--- config.mk ---
export PLATFORM = sky130hd
export DESIGN_NAME = mem_port_arbiter
export DESIGN_NICKNAME = d
export VERILOG_FILES = /design/src/rtl/mmul_pkg.sv /design/src/rtl/rr_priority_select.sv /design/src/rtl/mem_port_arbiter.sv
export SDC_FILE = /design/constraint.sdc
export NUM_CORES = 1
export LEC_CHECK = 0
export CAP_MARGIN = 40
export CORE_ASPECT_RATIO = 0.6
export CORE_MARGIN = 2
export CORE_UTILIZATION = 40
export CTS_BUF_LIST = sky130_fd_sc_hd__clkbuf_16
export CTS_CLUSTER_DIAMETER = 30
export DETAILED_ROUTE_END_ITERATION = 10
export PLACE_DENSITY = 0.81
export SYNTH_ARGS = -nofsm -noshare
export SYNTH_HDL_FRONTEND = slang
export SYNTH_SLANG_ARGS = --single-unit
--- constraint.sdc ---
create_clock -name clk -period 2.3 [get_ports clk]
set_clock_uncertainty 0.05 [all_clocks]
set_input_delay 0.345 -clock clk [delete_from_list [all_inputs] [get_ports clk]]
set_output_delay 0.345 -clock clk [all_outputs]
set_load 0.05 [all_outputs]
--- src/rtl/mmul_pkg.sv ---
// mmul_pkg: shared types and defaults for the matrix-multiply cluster.
// Arbiter state encoding, default widths and an index-width helper.
package mmul_pkg;

  localparam int N_REQ_DEF  = 4;
  localparam int ADDR_W_DEF = 8;
  localparam int DATA_W_DEF = 8;

  typedef enum logic [1:0] {
    IDLE  = 2'd0,
    ISSUE = 2'd1,
    WAIT  = 2'd2,
    RESP  = 2'd3
  } arb_state_t;

  // Index width for n items; never below 1 so a port always exists.
  function automatic int clog2(input int n);
    int r;
    r = 0;
    while ((1 << r) < n) r++;
    return (r < 1) ? 1 : r;
  endfunction

endpackage

--- src/rtl/rr_priority_select.sv ---
// rr_priority_select: combinational round-robin pick of the first set
// req bit at or after ptr (mod N). Ports: req, ptr in; found, idx out.
module rr_priority_select
  import mmul_pkg::*;
#(
  parameter int N  = N_REQ_DEF,
  parameter int IW = clog2(N)
) (
  input  logic [N-1:0]  req,
  input  logic [IW-1:0] ptr,
  output logic          found,
  output logic [IW-1:0] idx
);

  always_comb begin
    int j;
    found = 1'b0;
    idx   = '0;
    j     = 0;
    // Farthest slot first, so the one nearest ptr overwrites last.
    for (int k = N - 1; k >= 0; k--) begin
      j = int'(ptr) + k;
      if (j >= N) j = j - N;
      if (req[IW'(j)]) begin
        found = 1'b1;
        idx   = IW'(j);
      end
    end
  end

endmodule

--- src/rtl/mem_port_arbiter.sv ---
// mem_port_arbiter: round-robin share of one data-RAM port among N_REQ
// cores. In: req/we/addr/wdata per core, mem_rdata. Out: ack, rdata,
// mem_en/mem_we/mem_addr/mem_wdata, busy, grant_id. All outputs are
// registered; one access in flight at a time.
module mem_port_arbiter
  import mmul_pkg::*;
#(
  parameter  int N_REQ    = N_REQ_DEF,
  parameter  int ADDR_W   = ADDR_W_DEF,
  parameter  int DATA_W   = DATA_W_DEF,
  parameter  int READ_LAT = 1,
  localparam int IW       = clog2(N_REQ)
) (
  input  logic                    clk,
  input  logic                    rst_n,
  input  logic [N_REQ-1:0]        req,
  input  logic [N_REQ-1:0]        we,
  input  logic [N_REQ*ADDR_W-1:0] addr,
  input  logic [N_REQ*DATA_W-1:0] wdata,
  output logic [N_REQ-1:0]        ack,
  output logic [DATA_W-1:0]       rdata,
  output logic                    mem_en,
  output logic                    mem_we,
  output logic [ADDR_W-1:0]       mem_addr,
  output logic [DATA_W-1:0]       mem_wdata,
  input  logic [DATA_W-1:0]       mem_rdata,
  output logic                    busy,
  output logic [IW-1:0]           grant_id
);

  localparam logic [2:0]    LAT_INIT = 3'(READ_LAT - 1);
  localparam logic [IW-1:0] LAST     = IW'(N_REQ - 1);

  arb_state_t state, state_nx;

  logic [IW-1:0]     rr_ptr, rr_nx;
  logic [2:0]        lat_cnt, lat_nx;
  logic [IW-1:0]     g, g_nx, g_inc;
  logic              l_we, l_we_nx;
  logic [N_REQ-1:0]  ack_nx;
  logic [DATA_W-1:0] rdata_nx;
  logic              en_nx, mwe_nx, busy_nx;
  logic [ADDR_W-1:0] maddr_nx;
  logic [DATA_W-1:0] mwd_nx;
  logic [IW-1:0]     gid_nx;

  logic              found;
  logic [IW-1:0]     sel;

  logic [ADDR_W-1:0] addr_a  [N_REQ];
  logic [DATA_W-1:0] wdata_a [N_REQ];

  for (genvar i = 0; i < N_REQ; i++) begin : g_unpack
    assign addr_a[i]  = addr[i*ADDR_W +: ADDR_W];
    assign wdata_a[i] = wdata[i*DATA_W +: DATA_W];
  end

  rr_priority_select #(
    .N  (N_REQ),
    .IW (IW)
  ) u_sel (
    .req   (req),
    .ptr   (rr_ptr),
    .found (found),
    .idx   (sel)
  );

  assign g_inc = (g == LAST) ? '0 : g + 1'b1;

  // Outputs are computed for the state being entered and then
  // registered, so ISSUE-cycle strobes and acks appear on time.
  always_comb begin
    state_nx = state;
    rr_nx    = rr_ptr;
    lat_nx   = lat_cnt;
    g_nx     = g;
    l_we_nx  = l_we;
    ack_nx   = '0;
    rdata_nx = rdata;
    en_nx    = 1'b0;
    mwe_nx   = 1'b0;
    maddr_nx = mem_addr;
    mwd_nx   = mem_wdata;
    gid_nx   = grant_id;
    unique case (state)
      IDLE: begin
        if (found) begin
          g_nx        = sel;
          l_we_nx     = we[sel];
          gid_nx      = sel;
          en_nx       = 1'b1;
          mwe_nx      = we[sel];
          maddr_nx    = addr_a[sel];
          mwd_nx      = wdata_a[sel];
          ack_nx[sel] = we[sel];
          state_nx    = ISSUE;
        end
      end
      ISSUE: begin
        if (l_we) begin
          rr_nx    = g_inc;
          state_nx = IDLE;
        end else if (READ_LAT > 1) begin
          lat_nx   = LAT_INIT;
          state_nx = WAIT;
        end else begin
          rdata_nx  = mem_rdata;
          ack_nx[g] = 1'b1;
          state_nx  = RESP;
        end
      end
      WAIT: begin
        lat_nx = lat_cnt - 3'd1;
        if (lat_cnt <= 3'd1) begin
          lat_nx    = '0;
          rdata_nx  = mem_rdata;
          ack_nx[g] = 1'b1;
          state_nx  = RESP;
        end
      end
      RESP: begin
        rr_nx    = g_inc;
        state_nx = IDLE;
      end
      default: state_nx = IDLE;
    endcase
    busy_nx = (state_nx != IDLE);
  end

  always_ff @(posedge clk) begin
    if (!rst_n) begin
      state     <= IDLE;
      rr_ptr    <= '0;
      lat_cnt   <= '0;
      g         <= '0;
      l_we      <= 1'b0;
      ack       <= '0;
      rdata     <= '0;
      mem_en    <= 1'b0;
      mem_we    <= 1'b0;
      mem_addr  <= '0;
      mem_wdata <= '0;
      busy      <= 1'b0;
      grant_id  <= '0;
    end else begin
      state     <= state_nx;
      rr_ptr    <= rr_nx;
      lat_cnt   <= lat_nx;
      g         <= g_nx;
      l_we      <= l_we_nx;
      ack       <= ack_nx;
      rdata     <= rdata_nx;
      mem_en    <= en_nx;
      mem_we    <= mwe_nx;
      mem_addr  <= maddr_nx;
      mem_wdata <= mwd_nx;
      busy      <= busy_nx;
      grant_id  <= gid_nx;
    end
  end

endmodule

==> run metrics <==
outcome=completed; Port Buffers=114; GPL Wtd Cong=0.827; post-synthesis sequential area ratio=37.3%; drt drc=0; Final #Nets=456; Finished Core Util=69.9%; R2R Setup Slk=400 ps; post-route insts no fill=~440; Die Area=6130 um2; share of cells above drive strength 1=between 6 and 7%; worst vdd ir=0.000451 V; Synth warnings=0; vias in the first global route=between 2k and 2.5k; total CTS buffers=5; FF+latch count, synth=41; ANT cells=0; WHS Path Cells=2; Netlist cell types=34; initial core utilization=42.5%; Cell Rows=20; number of max-cap violations=0; top-count cell post-synth=dfxtp_1; GRT Total Usage=21.4%; Pins Over Slew Limit=0; Worst-Margin Slew=585 ps; Final min period=2180 ps; area leader, netlist=dfxtp_1; Routed Antenna Nets=0; Max transition margin=between 60% and 70%; fmax=459 MHz; CORE AREA=5180 um2; Worst Path Required=2400 ps; area delta synth->final=64.6%; Iteration-0 DRC Markers=just over 50; Post-CTS Repair Setup Buffers=0; Slowest cell on crit path=or4b_1; first-pass GRT wire length=10200 um; Slowest Stage Delay on Critical Path=between 500 and 600 ps; crit-path max FO=32; CTS root buf=clkbuf_16; Post-synth top flop=dfxtp_1; unrepaired setup endpoints after global routing=no; ranking of synthesized cells by area=dfxtp_1 (37%), mux2i_1 (12%), o211ai_1 (6.1%), a21boi_0 (5.5%), nor2b_1 (5.1%); fin crit share=94.6%; critical setup path kind=in -> reg; drt first pass iters=4; Synth top area share=around 37%; initial antenna violation count=0; global route overflow=0; total power=3.26 mW; crit path cell chain=clkdlybuf4s50_1 > nor2_1 > or4b_1 > buf_4 > and3_1 > o21ai_0 > o211ai_1; worst r2r path cells=6; DP Wirelength=5000 um; CTS max path bufs=2; Pwr Density=900 nW/um2; H-tree depth=2; endpoints failing setup=0; number of enable flip-flop cells after synthesis=0; clk sinks=41; Critical Path Start Type=input port; wire per inst=14.8 um; Die Wd=99.7 um; syn nets=342; Mean Syn Cell Area=~8.7 um2; dpl cells=427; Final Hold Viols=0; Clock Latency Late Sink=280 ps; Commonest cells post-synth=dfxtp_1 (41), nand2_1 (29), mux2i_1 (27); Arr. time, crit path=between 2000 and 2500 ps; routed wire length=6420 um; vias=2215; pin count of the biggest net entering global routing=33; Clock Pin Slew Worst Setup and Hold Paths=around 60 ps; Boundary Pins=115; Mapped Cells=254; leak pwr=1.44 nW; ys async rst share=0%; Vias/cell=between 5 and 6; Post-Syn Area=2200 um2; CTS tree=yes; HP Class=reg -> reg; Setup crit end kind=flop; DIE HEIGHT=61.4 um
==> layer usage <==
layer / up-vias / GRT usage (%) / share of wire, %
met4: 0 / 4.70 / 0.70
met5: - / 0 / 0
met3: 4 / 7.72 / 9.9
met2: 86 / 33.1 / 43
li1: 1127 / - / -
met1: 998 / 29.2 / 47
==> stage by stage <==
step	TNS (ps)	hold WS [ps]	cell area (um2)	setup WS, ps
after floorplan	0	434	2200	383
after detailed placement	-2240	419	3440	-242
final	0	428	3620	123
after global routing	0	453	3620	31.3
after CTS	0	434	3610	56.8
after global placement	-1310	412	3440	-95.7
==> what timing repair did <==
action                                  CTS  global route
hold endpoints to repair                  0             0
resized for setup                         0             1
hold buffers                              0             0
endpoints found under the setup margin    0            16
==> area by class of cell <==
cell class	count	area [um2]
clock buffer	5	125
clock inverter	3	46.3
fill	437	1560
inverter	6	22.5
multi-input combinational	189	1270
sequential	41	821
tap	66	82.6
timing repair buffer	125	1250
==> registers in the layout, summed over array words and instances (netlist names) <==
signal / cells
ack: 4
mem_wdata: 8
lat_cnt: 3
busy: 1
g: 2
mem_addr: 8
l_we: 1
mem_we: 1
mem_en: 1
state: 2
rdata: 8
rr_ptr: 2
==> critical path: cells and delay by family <==
family	cells	cell delay, ps
compound gates	2	310
simple gates	3	840
buf+inv	2	790
==> placed cells by master (no fill, tap or decap), types with 2 or more instances in the layout <==
| cell type | synthesis | layout |
|---|---|---|
| inv_1 | 6 | 6 |
| xnor2_1 | 2 | 2 |
| and3_1 | 16 | 16 |
| buf_4 | 1 | 9 |
| or4_1 | 2 | 2 |
| nor2_1 | 9 | 9 |
| dfxtp_1 | 41 | 41 |
| ha_1 | 6 | 6 |
| a211oi_1 | 2 | 2 |
| nand4b_1 | 2 | 2 |
| nor2b_1 | 18 | 18 |
| nor3_1 | 3 | 2 |
| nand2_1 | 29 | 29 |
| a21oi_1 | 7 | 7 |
| o21ai_0 | 17 | 17 |
| clkdlybuf4s50_1 | 0 | 114 |
| a21boi_0 | 16 | 16 |
| clkbuf_16 | 0 | 5 |
| nand4_1 | 2 | 2 |
| buf_12 | 0 | 2 |
| o211ai_1 | 18 | 18 |
| and2_1 | 2 | 2 |
| mux2i_1 | 27 | 27 |
| o21ai_1 | 2 | 2 |
==> path summary, 6_finish.rpt <==
| kind | end | from |
|---|---|---|
| max | mem_wdata[0]$_SDFFE_PN0P_ | req[3] |
| min | mem_wdata[3]$_SDFFE_PN0P_ | mem_wdata[3]$_SDFFE_PN0P_ |
| max reg2reg | mem_wdata[0]$_SDFFE_PN0P_ | rr_ptr[0]$_SDFFE_PN0P_ |
| min reg2reg | mem_wdata[3]$_SDFFE_PN0P_ | mem_wdata[3]$_SDFFE_PN0P_ |
==> logic make-up after synthesis <==
family          share of synthesized area (%)
mux                                      12.3
flops                                    37.3
buf+inv                                  5.23
simple gates                             21.6
fa+ha+maj                                3.41
xor+xnor                                0.797
compound gates                           19.3
==> report_power, final <==
group          switching, mW  total [mW]  internal (mW)
clock network          0.289       0.803          0.513
logic                  0.875        1.50          0.624
registers             0.0888       0.959          0.870
Power figures use the tool's default switching activity.
